[src/rtl/syncn_pkg.sv]
`default_nettype none
// ============================================================================
// Module      : syncn_pkg
// Description : Shared definitions for the SYNC~ generator: FSM state
//               encoding, default parameter values, counter widths and a
//               saturating 4-bit increment helper.
// Revision    : 1.0 - initial release
// ============================================================================
package syncn_pkg;

  // Link-receiver FSM states (explicit 3-bit encoding).
  typedef enum logic [2:0] {
    ST_CGS       = 3'd0,
    ST_WAIT_LMFC = 3'd1,
    ST_DATA      = 3'd2,
    ST_ERR       = 3'd3,
    ST_REINIT    = 3'd4
  } syncn_state_e;

  localparam int K_CNT_DEF         = 4;
  localparam int ERR_FRAMES_DEF    = 2;
  localparam int REINIT_FRAMES_DEF = 5;

  // Lane counters hold up to 7 (largest legal K_CNT); frame counter is 4 bits.
  localparam int KCNT_W = 3;
  localparam int FCNT_W = 4;

  // Frame counter increment that sticks at all-ones instead of wrapping.
  function automatic logic [FCNT_W-1:0] sat_inc_fcnt(input logic [FCNT_W-1:0] v);
    return (v == {FCNT_W{1'b1}}) ? v : v + {{(FCNT_W-1){1'b0}}, 1'b1};
  endfunction

endpackage
`default_nettype wire

[src/rtl/syncn_lane_kcnt.sv]
`default_nettype none
// ============================================================================
// Module      : syncn_lane_kcnt
// Description : Per-lane saturating count of consecutive K28.5 frames.
//               On a frame tick the count increments (saturating at K_CNT)
//               when the lane saw only K28.5, otherwise it clears. It holds
//               between ticks. i_clr forces the count to zero.
// Ports       : clk, rst   - clock, synchronous active-high reset
//               i_clr      - synchronous clear (link re-init)
//               i_tick     - frame tick qualifier
//               i_k        - lane received only K28.5 this frame
//               o_full     - count has reached K_CNT
// Revision    : 1.0 - initial release
// ============================================================================
module syncn_lane_kcnt
  import syncn_pkg::*;
#(
  parameter int K_CNT = K_CNT_DEF
) (
  input  logic clk,
  input  logic rst,
  input  logic i_clr,
  input  logic i_tick,
  input  logic i_k,
  output logic o_full
);

  localparam logic [KCNT_W-1:0] C_K_MAX = KCNT_W'(K_CNT);

  logic [KCNT_W-1:0] cnt_q;
  logic [KCNT_W-1:0] cnt_d;

  always_comb begin
    cnt_d = cnt_q;
    if (i_clr) begin
      cnt_d = '0;
    end else if (i_tick) begin
      if (!i_k) begin
        cnt_d = '0;
      end else if (cnt_q != C_K_MAX) begin
        cnt_d = cnt_q + {{(KCNT_W-1){1'b0}}, 1'b1};
      end
    end
  end

  always_ff @(posedge clk) begin
    if (rst) begin
      cnt_q <= '0;
    end else begin
      cnt_q <= cnt_d;
    end
  end

  assign o_full = (cnt_q == C_K_MAX);

endmodule
`default_nettype wire

[src/rtl/syncn_generator.sv]
`default_nettype none
// ============================================================================
// Module      : syncn_generator
// Description : JESD204B-style receiver SYNC~ generator. Tracks code-group
//               synchronisation per lane, releases SYNC~ on the LMFC boundary
//               once all lanes are stable, reports receive errors as a short
//               SYNC~ low pulse and handles link re-initialisation requests.
// Macro       : SYNCN_ERR_REPORT_EN - when defined, the ERR state and i_err
//               handling are built; otherwise i_err is unused.
// Ports       : clk, rst     - clock, synchronous active-high reset
//               frame_clk    - frame tick qualifier (sampled on clk)
//               i_lmfc_edge  - one-clk pulse at each LMFC boundary
//               i_k_char[L]  - lane saw only K28.5 this frame
//               i_reinit     - re-initialisation request
//               i_err        - receive error event
//               o_sync_n     - registered SYNC~ (high only in DATA)
//               o_cgs_done   - registered, high in DATA and ERR
// Revision    : 1.0 - initial release
// ============================================================================
module syncn_generator
  import syncn_pkg::*;
#(
  parameter int L             = 1,
  parameter int K_CNT         = K_CNT_DEF,
  parameter int ERR_FRAMES    = ERR_FRAMES_DEF,
  parameter int REINIT_FRAMES = REINIT_FRAMES_DEF
) (
  input  logic         clk,
  input  logic         rst,
  input  logic         frame_clk,
  input  logic         i_lmfc_edge,
  input  logic [L-1:0] i_k_char,
  input  logic         i_reinit,
  input  logic         i_err,
  output logic         o_sync_n,
  output logic         o_cgs_done
);

  // ---------------------------------------------------------------------------
  // Parameter range checks (fail elaboration on illegal configurations)
  // ---------------------------------------------------------------------------
  if (L < 1 || L > 8) begin : g_chk_l
    $error("syncn_generator: L out of range 1..8");
  end
  if (K_CNT < 1 || K_CNT > 7) begin : g_chk_k_cnt
    $error("syncn_generator: K_CNT out of range 1..7");
  end
  if (ERR_FRAMES < 1 || ERR_FRAMES > 3) begin : g_chk_err_frames
    $error("syncn_generator: ERR_FRAMES out of range 1..3");
  end
  if (REINIT_FRAMES < 5 || REINIT_FRAMES > 15) begin : g_chk_reinit_frames
    $error("syncn_generator: REINIT_FRAMES out of range 5..15");
  end

  localparam logic [FCNT_W-1:0] C_REINIT_FR = FCNT_W'(REINIT_FRAMES);

  syncn_state_e      state_q, state_d;
  logic [FCNT_W-1:0] frame_cnt_q, frame_cnt_d;
  logic              sync_n_q, sync_n_d;
  logic              cgs_done_q, cgs_done_d;

  logic [L-1:0]      lane_full;
  logic              all_full;
  logic              lane_miss;
  logic              lane_clr;
  logic [FCNT_W-1:0] frame_inc;

  // Lane counters are held at zero for the whole REINIT period.
  assign lane_clr  = (state_q == ST_REINIT);
  assign all_full  = &lane_full;
  // A tick where any lane saw a non-K character breaks synchronisation.
  assign lane_miss = frame_clk && !(&i_k_char);
  assign frame_inc = sat_inc_fcnt(frame_cnt_q);

  for (genvar l = 0; l < L; l++) begin : g_lane
    syncn_lane_kcnt #(
      .K_CNT (K_CNT)
    ) u_lane_kcnt (
      .clk    (clk),
      .rst    (rst),
      .i_clr  (lane_clr),
      .i_tick (frame_clk),
      .i_k    (i_k_char[l]),
      .o_full (lane_full[l])
    );
  end

`ifdef SYNCN_ERR_REPORT_EN
  localparam logic [FCNT_W-1:0] C_ERR_FR = FCNT_W'(ERR_FRAMES);
`else
  logic unused_err;
  assign unused_err = i_err;
`endif

  // ---------------------------------------------------------------------------
  // Next-state, frame counter and output logic
  // ---------------------------------------------------------------------------
  always_comb begin
    state_d = state_q;
    unique case (state_q)
      ST_CGS: begin
        if (all_full) state_d = ST_WAIT_LMFC;
      end
      ST_WAIT_LMFC: begin
        // Losing a lane beats a coincident LMFC edge.
        if (lane_miss)        state_d = ST_CGS;
        else if (i_lmfc_edge) state_d = ST_DATA;
      end
      ST_DATA: begin
        if (i_reinit) state_d = ST_REINIT;
`ifdef SYNCN_ERR_REPORT_EN
        else if (i_err) state_d = ST_ERR;
`endif
      end
`ifdef SYNCN_ERR_REPORT_EN
      ST_ERR: begin
        // frame_inc is the tick count including the current tick.
        if (i_reinit)                             state_d = ST_REINIT;
        else if (frame_clk && frame_inc >= C_ERR_FR) state_d = ST_DATA;
      end
`endif
      ST_REINIT: begin
        // Once the minimum time has elapsed the counter saturates, so the
        // first tick with i_reinit low releases the link.
        if (frame_clk && frame_inc >= C_REINIT_FR && !i_reinit) state_d = ST_CGS;
      end
      default: state_d = ST_CGS;
    endcase

    frame_cnt_d = frame_cnt_q;
    if (state_d != state_q) begin
      frame_cnt_d = '0;
    end else if (frame_clk && (state_q == ST_ERR || state_q == ST_REINIT)) begin
      frame_cnt_d = frame_inc;
    end

    // Outputs are registered from the next state so they move with it.
    sync_n_d   = (state_d == ST_DATA);
    cgs_done_d = (state_d == ST_DATA) || (state_d == ST_ERR);
  end

  always_ff @(posedge clk) begin
    if (rst) begin
      state_q     <= ST_CGS;
      frame_cnt_q <= '0;
      sync_n_q    <= 1'b0;
      cgs_done_q  <= 1'b0;
    end else begin
      state_q     <= state_d;
      frame_cnt_q <= frame_cnt_d;
      sync_n_q    <= sync_n_d;
      cgs_done_q  <= cgs_done_d;
    end
  end

  assign o_sync_n   = sync_n_q;
  assign o_cgs_done = cgs_done_q;

endmodule
`default_nettype wire

[config.mk]
export PLATFORM = sky130hd
export DESIGN_NAME = syncn_generator
export DESIGN_NICKNAME = d
export VERILOG_FILES = /design/src/rtl/syncn_pkg.sv /design/src/rtl/syncn_lane_kcnt.sv /design/src/rtl/syncn_generator.sv
export SDC_FILE = /design/constraint.sdc
export NUM_CORES = 1
export LEC_CHECK = 0
export CAP_MARGIN = 20
export CORE_MARGIN = 10
export CORE_UTILIZATION = 30
export DETAILED_ROUTE_END_ITERATION = 12
export PLACE_DENSITY = 0.51
export SYNTH_ARGS = -nofsm -noshare
export SYNTH_HDL_FRONTEND = slang
export SYNTH_HIERARCHICAL = 1
export SYNTH_SLANG_ARGS = --single-unit
export TNS_END_PERCENT = 30
[constraint.sdc]
create_clock -name clk -period 3.06 [get_ports clk]
set_input_delay 0.306 -clock clk [delete_from_list [all_inputs] [get_ports clk]]
set_output_delay 0.306 -clock clk [all_outputs]
set_load 0.03 [all_outputs]
==> results of run 1 <==
==> worst paths after layout <==
path / startpoint / end / slack, ps / cells past startpoint
min: g_lane[0].u_lane_kcnt/cnt_q[1] / g_lane[0].u_lane_kcnt/cnt_q[1] / 550 / 2
max: frame_clk / frame_cnt_q[1] / 1410 / 5
min reg2reg: g_lane[0].u_lane_kcnt/cnt_q[1] / g_lane[0].u_lane_kcnt/cnt_q[1] / 550 / 2
max reg2reg: g_lane[0].u_lane_kcnt/cnt_q[0] / frame_cnt_q[1] / 1580 / 7
==> cells in the final DEF (no fill, tap or decap), types with 2 or more instances in the layout <==
master / count
nand2b_1: 3
nor3_1: 4
inv_1: 6
nor2_1: 3
o21a_1: 2
dfxtp_1: 12
clkbuf_4: 3
a31oi_1: 2
nor2b_1: 3
o211ai_1: 3
ha_1: 4
a21oi_1: 7
nand4_1: 3
mux2i_1: 4
nand2_1: 7
clkdlybuf4s50_1: 7
==> flip-flops by register name (all words and copies together) (netlist names) <==
| register | flops |
|---|---|
| frame_cnt_q | 4 |
| state_q | 3 |
| g_lane.u_lane_kcnt/cnt_q | 3 |
| o_cgs_done | 1 |
| o_sync_n | 1 |
==> worst register-to-register path, cell delays in order, from the launching register on <==
cell and delay [ps]:
dfxtp_1 340, inv_1 70, ha_1 230, nand2_1 120, inv_1 80, a21oi_1 60, o211ai_1 380, nor3_1 100
==> synth_stat cells <==
cell type,number
nor3_1,4
nor3b_2,1
nor4_1,1
a31oi_1,2
and4b_1,1
mux2i_1,4
nand2_1,7
o22ai_1,1
o21a_1,2
o21ai_0,1
xor2_1,1
nand3_1,1
dfxtp_1,12
and3b_4,1
inv_1,6
o211ai_1,3
a2111oi_1,1
nand4_1,3
xnor2_1,1
a311oi_1,1
ha_1,4
or2b_1,1
a21oi_1,7
nor2b_1,3
o211ai_2,1
nand2b_1,3
a2111oi_2,1
buf_2,1
and3_2,1
o21ai_1,1
nor2_1,3
==> layer usage <==
layer,share of wire (%),global-route usage [%]
met5,0,0
met4,1.2,3.77
met3,3.4,1.47
met2,48,12.2
met1,47,7.69
==> power by group through the flow <==
stage	Clock (mW)	Combinational, mW	Sequential [mW]
6_report	0.131	0.0222	0.159
5_1_grt	0.141	0.0250	0.159
2_1_floorplan	0	0.00871	0.162
3_5_place_dp	0	0.0222	0.163
3_3_place_gp	0	0.0216	0.163
4_1_cts	0.137	0.0224	0.159
==> cell type report <==
class                           count  area (um2)
Fill cell                         253        1380
Sequential cell                    12         240
Clock buffer                        4        36.3
Multi-Input combinational cell     61         430
Inverter                            6        22.5
Timing Repair Buffer                7        70.1
Tap cell                           28        35.0
==> logic make-up after synthesis <==
family | count (synthesis) | share of synthesized area [%]
AO/OA/AOI/OAI | 21 | 21.1
XOR/XNOR | 2 | 2.51
adder cells (fa/ha/maj) | 4 | 7.17
buffers and inverters | 7 | 3.94
AND/OR/NAND/NOR | 30 | 25.1
multiplexers | 4 | 5.73
flip-flops | 12 | 34.4
==> metrics by stage <==
step | area [um2] | hold slack (ps)
6_report | 835 | 548
5_1_grt | 835 | 570
4_1_cts | 835 | 553
3_5_place_dp | 798 | 540
3_3_place_gp | 798 | 537
2_1_floorplan | 698 | 375
==> flow_summary_export.csv, run 1 <==
group,metric,value,unit
worst_setup_path,cp-start-kind,"input port",
worst_setup_path,path_class,"input port to register",
drt,ant_nets,0,
cts,cts_buffers,3,
placement,placedCellCount,114,
placement,place_ws,1110,ps
synthesis,yosysTopAreaCellShare,34.4,%
drt,vias,624,
cells_and_area,final_nets,102,
drt,drc_errors,0,
placement,port_buffers,7,
cells_and_area,drive_gt1_share,10.0,%
floorplan,pin_count,9,
cts,cts_tree,"built",
sta,hold_viol_final,0,
worst_setup_path,end_kind,"register",
synthesis,synth_nets,91,
floorplan,rows,17,
cts,post_cts_buffers,0,
drt,finalWirelength,1460,um
floorplan,die_area,4660,um2
worst_setup_path,crit_arrival,1810,ps
cells_and_area,instances_no_fill,118,
synthesis,synth.distinct_cells,31,
cts,cts_hold_buf,0,
sta,period_share,54.1,%
worst_setup_path,crit_chain,"clkdlybuf4s50_1 > nand2b_1 > and4b_1 > o211ai_1 > nor3_1",
power_and_ir_drop,power.combinational.fraction,7.1,%
placement,place.gp.congestion,0.717,
sta,setup_slack,1410,ps
synthesis,synth_area_per_cell,8.73,um2
synthesis,yosys_warnings,6,
drt,dr.pass1.iters,4,
sta,min_period,1650,ps
global_route,grt_usage,6.98,%
floorplan,coreArea,2210,um2
global_route,grt_max_degree,12,
synthesis,synth_top_area_cell,"dfxtp_1",
sta,slew_headroom,71.2,%
power_and_ir_drop,ir_worst_vdd,0.289,mV
sta,slew_violations,0,
cts,clock-sinks,12,
sta,setup_viol,0,
sta,fmax,0.605,GHz
cts,cts_resized,0,
sta,finalClockSkew,2.48,ps
run,drv_cap,0,
global_route,first_global_vias,580,
run_status,status,"finished clean",
drt,viasPerCell,5.29,
power_and_ir_drop,switching_share,23.1,%
floorplan,die_x,68.2,um
floorplan,start_util,31.6,%
worst_setup_path,cp_max_fo,11,
worst_setup_path,critPathTopFamily,"buffers and inverters",
worst_setup_path,slowest_stage,"clkdlybuf4s50_1",
worst_setup_path,path_buf_inv,1,
power_and_ir_drop,cellPowerDensity,374,nW/um2
power_and_ir_drop,power.leakage,0.322,nW
power_and_ir_drop,seqPwrFrac,50.9,%
sta,worst_pin_slew,430,ps
global_route,grt_pass1_wl,2530,um
placement,dp_hpwl,1110,um
cts,clockBufferDepth,2,
sta,rsz0062_at_grt,"no",
drt,wl_per_cell,12.4,um
drt,first_iter_violations,8,
power_and_ir_drop,p_sw,0.0721,mW
cts,path_clk_slew,80,ps
power_and_ir_drop,p_clk_share,42.1,%
synthesis,ys_ff_latch,12,
cells_and_area,area_growth,19.5,%
hold_path,min_path_type,"register to register",
sta,setup_tns,0,ps
synthesis,syn_area,698,um2
synthesis,synth_area_leaders,"dfxtp_1, ha_1, mux2i_1",
global_route,antenna_found_initial,0,
cts,clock_latency,280,ps
cts,cts_root_buf,"clkbuf_4",
cts,h-tree-depth,1,
synthesis,syn_inst,80,
global_route,grt-ovfl-total,0,
worst_setup_path,cpPeakStageDelay,700,ps
power_and_ir_drop,total_power,0.312,mW
cells_and_area,antenna_cells,0,
power_and_ir_drop,p_int,0.240,mW
synthesis,synth_sequential_area_ratio,34.4,%
floorplan,fp.dieH,68.2,um
cells_and_area,post-route-util,37.7,%
worst_setup_path,cp.required,3220,ps
Power figures use the tool's default switching activity.
==> inputs of run 2 (changes only) <==
--- a/config.mk
+++ b/config.mk
@@ -9,7 +9,7 @@
 export CORE_MARGIN = 10
 export CORE_UTILIZATION = 30
 export DETAILED_ROUTE_END_ITERATION = 12
-export PLACE_DENSITY = 0.51
+export PLACE_DENSITY = 0.52
 export SYNTH_ARGS = -nofsm -noshare
 export SYNTH_HDL_FRONTEND = slang
 export SYNTH_HIERARCHICAL = 1
==> constraint.sdc (replaced) <==
create_clock -name clk -period 1.4 [get_ports clk]
set_input_delay 0.14 -clock clk [delete_from_list [all_inputs] [get_ports clk]]
set_output_delay 0.14 -clock clk [all_outputs]
set_load 0.03 [all_outputs]
==> flow_summary_export.csv, run 2 (same netlist as run 1, synthesis figures left out) <==
group,metric,value,unit
worst_setup_path,slowest_stage,"dfxtp_2",
cells_and_area,multi_input_area,542,um2
global_route,grt_pass1_wl,2980,um
cts,cts_buffers,3,
worst_setup_path,critPathTopFamily,"compound AO/OA/AOI/OAI gates",
hold_path,holdPathStages,3,
cells_and_area,seqCellArea,250,um2
cells_and_area,regMostFlops,"frame_cnt_q",
drt,finalWirelength,1740,um
drt,viasPerCell,4.99,
cts,cts_tree,"built",
floorplan,die_area,4660,um2
worst_setup_path,end_kind,"register",
global_route,grt_max_degree,11,
sta,setup_viol,0,
cells_and_area,layout_commonest_cell,"buf_4",
hold_path,hold_end,"state_q[0]",
cts,cts_hold_buf,0,
hold_path,min_from,"rst",
sta,slew_headroom,78.8,%
worst_setup_path,reg2reg_depth,5,
cells_and_area,final_area,1070,um2
cells_and_area,largest_reg_flops,4,
worst_setup_path,crit_arrival,1550,ps
cts,clockBufferDepth,2,
worst_setup_path,rr_endpoint,"state_q[2]",
power_and_ir_drop,ir_worst_vdd,0.469,mV
drt,drc_errors,0,
worst_setup_path,path_class,"register to register",
cts,post_cts_buffers,0,
cts,clock-sinks,12,
drt,dr.pass1.iters,2,
worst_setup_path,cp.required,1580,ps
cells_and_area,area_growth,52.9,%
sta,rsz0062_at_grt,"yes",
floorplan,start_util,31.6,%
cts,cts_root_buf,"clkbuf_4",
placement,place_area,926,um2
worst_setup_path,path_buf_inv,1,
drt,routed.top_layer,"met4",
floorplan,coreArea,2210,um2
cells_and_area,antenna_cells,0,
worst_setup_path,cp-startpoint,"frame_cnt_q[0]",
drt,ant_nets,0,
sta,fmax,0.727,GHz
placement,port_buffers,7,
placement,place.gp.congestion,0.760,
power_and_ir_drop,power.leakage,0.419,nW
drt,route.met2.wl,836,um
drt,wl_per_cell,13.0,um
global_route,first_global_vias,704,
cts,path_clk_slew,80,ps
cts,clock_latency,280,ps
global_route,grt_usage,8.43,%
cells_and_area,largestRegisters,"frame_cnt_q (4), g_lane.u_lane_kcnt/cnt_q (3), state_q (3)",
hold_path,min_path_type,"input port to register",
drt,first_iter_violations,9,
worst_setup_path,crit_chain,"inv_2 > ha_4 > o21ai_4 > nand2_2 > a2111oi_4",
global_route,grt-ovfl-total,0,
worst_setup_path,cp_max_fo,3,
cts,h-tree-depth,1,
cells_and_area,n_fill_cell,221,
global_route,antenna_found_initial,0,
cells_and_area,final_nets,119,
run,drv_cap,0,
sta,finalClockSkew,7.58,ps
placement,dp_hpwl,1250,um
cells_and_area,drive_gt1_share,43.4,%
worst_setup_path,cpPeakStageDelay,380,ps
sta,slew_violations,0,
sta,period_share,98.2,%
cells_and_area,layout_common_cells,"buf_4, dfxtp_1",
drt,met3_length,80,um
floorplan,die_x,68.2,um
sta,setup_tns,0,ps
floorplan,rows,17,
drt,vias,669,
sta,hold_viol_final,0,
worst_setup_path,cp-start-kind,"register",
floorplan,pin_count,9,
sta,worst_pin_slew,320,ps
power_and_ir_drop,cellPowerDensity,598,nW/um2
drt,drt-met1-wl,787,um
sta,min_period,1380,ps
worst_setup_path,worst_r2r_startpoint,"frame_cnt_q[0]",
worst_setup_path,reg2reg_slack,20,ps
run_status,status,"finished clean",
floorplan,fp.dieH,68.2,um
==> run 2: changes by cell type in the layout (fill, tap and decap cells not counted), moves of 2 or more <==
cell             before  now
a21oi_1               7    5
buf_4                 0   17
nor3_1                4    1
dfxtp_1              12    6
dfxtp_2               0    5
nand2_1               7    5
ha_4                  0    2
clkdlybuf4s50_1       7    5
ha_1                  4    1
dlygate4sd2_1         0    2
a21oi_2               0    2
nor3_2                0    3
nand2_2               0    2
==> run 2: stage by stage <==
stage / instances / utilization (%) / power (mW) / setup slack (ps) / hold slack [ps]
5_1_grt: 134 / 48.2 / 0.671 / -52.9 / 506
3_5_place_dp: 131 / 41.9 / 0.426 / -74.5 / 553
6_report: 134 / 48.2 / 0.638 / 24.7 / 494
4_1_cts: 134 / 43.8 / 0.646 / 15.1 / 493
2_1_floorplan: 80 / - / 0.374 / 86.8 / 209
3_3_place_gp: 131 / 41.9 / 0.424 / -31.4 / 544
==> run 2: routing by layer <==
layer	global-route usage [%]	up-vias
met5	0	-
met4	4.52	0
met3	3.43	5
met2	13.1	10
met1	9.64	307
li1	-	347
==> run 2: final cells by class <==
type                    instances  share of cell area, %
multi-input cells              61                   50.8
flip-flops and latches         12                   23.4
repair buffers                 24                   18.3
well taps                      28                   3.28
clock buffers                   3                   2.11
inverters                       6                   2.11
==> run 2: timing repair <==
| action | 4_1_cts | 5_1_grt |
|---|---|---|
| resized for setup | 9 | 22 |
| hold endpoints to repair | 0 | 0 |
| setup endpoints to repair | 7 | 5 |
| pin swaps | 2 | 3 |
==> run 2: worst max-delay path by stage <==
stage | endpoint | cells past startpoint
after floorplan | state_q[2] | 5
after global routing | state_q[2] | 5
after CTS | state_q[2] | 5
after detailed placement | frame_cnt_q[2] | 6
final | state_q[2] | 5
after global placement | frame_cnt_q[3] | 6
==> run 2: worst min-delay path, cell delays in order <==
cell	delay [ps]
clkdlybuf4s50_1	420
inv_1	80
o21a_1	110
==> run 2: report_power, final <==
group	total (mW)	switching (mW)	leakage, nW	internal, mW
Sequential	0.344	0.00183	0.100	0.343
Clock	0.218	0.118	0.0138	0.0997
Combinational	0.0762	0.0340	0.305	0.0421
==> inputs of run 3 (changes only) <==
--- a/config.mk
+++ b/config.mk
@@ -6,7 +6,6 @@
 export NUM_CORES = 1
 export LEC_CHECK = 0
 export CAP_MARGIN = 20
-export CORE_MARGIN = 10
 export CORE_UTILIZATION = 30
 export DETAILED_ROUTE_END_ITERATION = 12
 export PLACE_DENSITY = 0.52
==> flow_summary_export.csv, run 3 (same netlist as run 1, synthesis figures left out) <==
group,metric,value,unit
run_status,status,"finished clean",
drt,ant_nets,0,
cells_and_area,regMostFlops,"frame_cnt_q",
cells_and_area,drive_gt1_share,42.6,%
sta,min_period,1360,ps
worst_setup_path,reg2reg_slack,40,ps
drt,finalWirelength,1620,um
cells_and_area,n_fill_cell,220,
global_route,grt_max_degree,11,
worst_setup_path,crit_arrival,1540,ps
cts,cts_root_buf,"clkbuf_4",
worst_setup_path,worst_r2r_startpoint,"frame_cnt_q[0]",
placement,dp_hpwl,1140,um
hold_path,min_from,"rst",
worst_setup_path,cpPeakStageDelay,370,ps
hold_path,holdPathStages,3,
cts,cts_buffers,3,
drt,first_iter_violations,12,
worst_setup_path,reg2reg_depth,6,
cells_and_area,largestRegisters,"frame_cnt_q (4), g_lane.u_lane_kcnt/cnt_q (3), state_q (3)",
run,drv_cap,0,
cells_and_area,instances_no_fill,136,
global_route,grt-ovfl-total,0,
cells_and_area,layout_common_cells,"buf_4, nand2_1, a21oi_1",
worst_setup_path,cp.depth,6,
cts,h-tree-depth,1,
worst_setup_path,critPathTopFamily,"flip-flops",
worst_setup_path,slowest_stage,"dfxtp_4",
worst_setup_path,cp-start-kind,"register",
power_and_ir_drop,p_int,0.483,mW
power_and_ir_drop,p_clk_share,33.0,%
worst_setup_path,cp_max_fo,4,
sta,hold_viol_final,0,
floorplan,start_util,31.6,%
power_and_ir_drop,p_sw,0.141,mW
power_and_ir_drop,cellPowerDensity,583,nW/um2
drt,drc_errors,0,
cells_and_area,post-route-util,48.4,%
power_and_ir_drop,switching_share,22.6,%
placement,placedCellCount,133,
cts,clockBufferDepth,2,
global_route,antenna_found_initial,0,
floorplan,die_x,50.2,um
drt,vias,680,
floorplan,fp.dieH,50.2,um
cells_and_area,multi_input_area,519,um2
cts,post_cts_buffers,0,
worst_setup_path,cp.required,1580,ps
worst_setup_path,crit_chain,"inv_2 > ha_4 > o21ai_2 > a21oi_1 > buf_4 > nor3_1",
drt,wl_per_cell,11.9,um
hold_path,min_path_type,"input port to register",
cells_and_area,final_area,1070,um2
worst_setup_path,rr_endpoint,"frame_cnt_q[2]",
worst_setup_path,path_buf_inv,2,
sta,finalClockSkew,5.65,ps
sta,period_share,97.0,%
floorplan,rows,17,
floorplan,pin_count,9,
drt,viasPerCell,5.00,
cells_and_area,layout_commonest_cell,"buf_4",
power_and_ir_drop,seqPwrFrac,54.9,%
worst_setup_path,path_class,"register to register",
placement,port_buffers,7,
sta,slew_headroom,77.5,%
sta,worst_pin_slew,337,ps
floorplan,die_area,2520,um2
cells_and_area,seqCellArea,254,um2
sta,fmax,0.737,GHz
hold_path,hold_end,"state_q[0]",
cts,clock_latency,270,ps
placement,place_area,941,um2
floorplan,coreArea,2210,um2
worst_setup_path,end_kind,"register",
cells_and_area,area_growth,53.4,%
cells_and_area,final_nets,121,
placement,place.gp.congestion,0.783,
power_and_ir_drop,ir_worst_vdd,0.401,mV
global_route,grt_pass1_wl,2600,um
power_and_ir_drop,power.combinational.fraction,12.1,%
cells_and_area,largest_reg_flops,4,
power_and_ir_drop,power.leakage,0.456,nW
drt,dr.pass1.iters,4,
cts,cts_tree,"built",
sta,setup_viol,0,
cells_and_area,antenna_cells,0,
global_route,grt_usage,13.4,%
sta,slew_violations,0,
cts,clock-sinks,12,
cts,path_clk_slew,70,ps
global_route,first_global_vias,605,
## run 3: power groups by stage
stage | Clock (mW) | Sequential, mW | Combinational, mW
2_1_floorplan | 0 | 0.355 | 0.0190
5_1_grt | 0.231 | 0.343 | 0.0831
3_3_place_gp | 0 | 0.354 | 0.0723
3_5_place_dp | 0 | 0.354 | 0.0727
6_report | 0.206 | 0.343 | 0.0755
4_1_cts | 0.214 | 0.346 | 0.0728
## run 3: repair_timing
item | CTS | global route
setup endpoints to repair | 5 | 7
hold buffers | 0 | 0
gates resized for setup | 6 | 22
pin swaps | 0 | 3
## run 3: final cells by class
class	instances	area share [%]
Timing Repair Buffer	26	20.3
Inverter	6	2.10
Multi-Input combinational cell	61	48.5
Clock buffer	3	2.10
Tap cell	28	3.27
Sequential cell	12	23.7
## run 3: worst max path at each step
stage                           endpoint           start  slack (ps)
after floorplan               state_q[2]  frame_cnt_q[0]          90
after global placement    frame_cnt_q[1]       frame_clk         -60
after detailed placement      state_q[2]  frame_cnt_q[0]         -80
after CTS                       o_sync_n        o_sync_n         0.1
after global routing      frame_cnt_q[2]  frame_cnt_q[0]          -2
final                     frame_cnt_q[2]  frame_cnt_q[0]          40
## run 3: routing by layer
layer / track usage (%) / part of all wire, % / vias up / wire length (um)
li1: - / - / 353 / -
met4: 1.43 / 0.62 / 0 / 10
met3: 4.55 / 3.5 / 2 / 57
met2: 22.0 / 50 / 15 / 800
met1: 17.2 / 46 / 310 / 746
met5: 0 / 0 / - / 0
## run 3: worst reg2reg max path: stages, from the launching register on
cell	delay, ps
dfxtp_4	370
inv_2	60
ha_4	240
o21ai_2	180
a21oi_1	100
buf_4	160
nor3_1	170
## run 3: metrics by stage
stage	total power, mW	setup slack, ps	TNS, ps	hold slack, ps
6_report	0.624	42.6	0	502
5_1_grt	0.657	-1.64	-1.64	525
4_1_cts	0.632	0.0993	0	500
3_5_place_dp	0.426	-80.9	-331	566
3_3_place_gp	0.426	-57.3	-237	548
2_1_floorplan	0.374	86.8	0	209
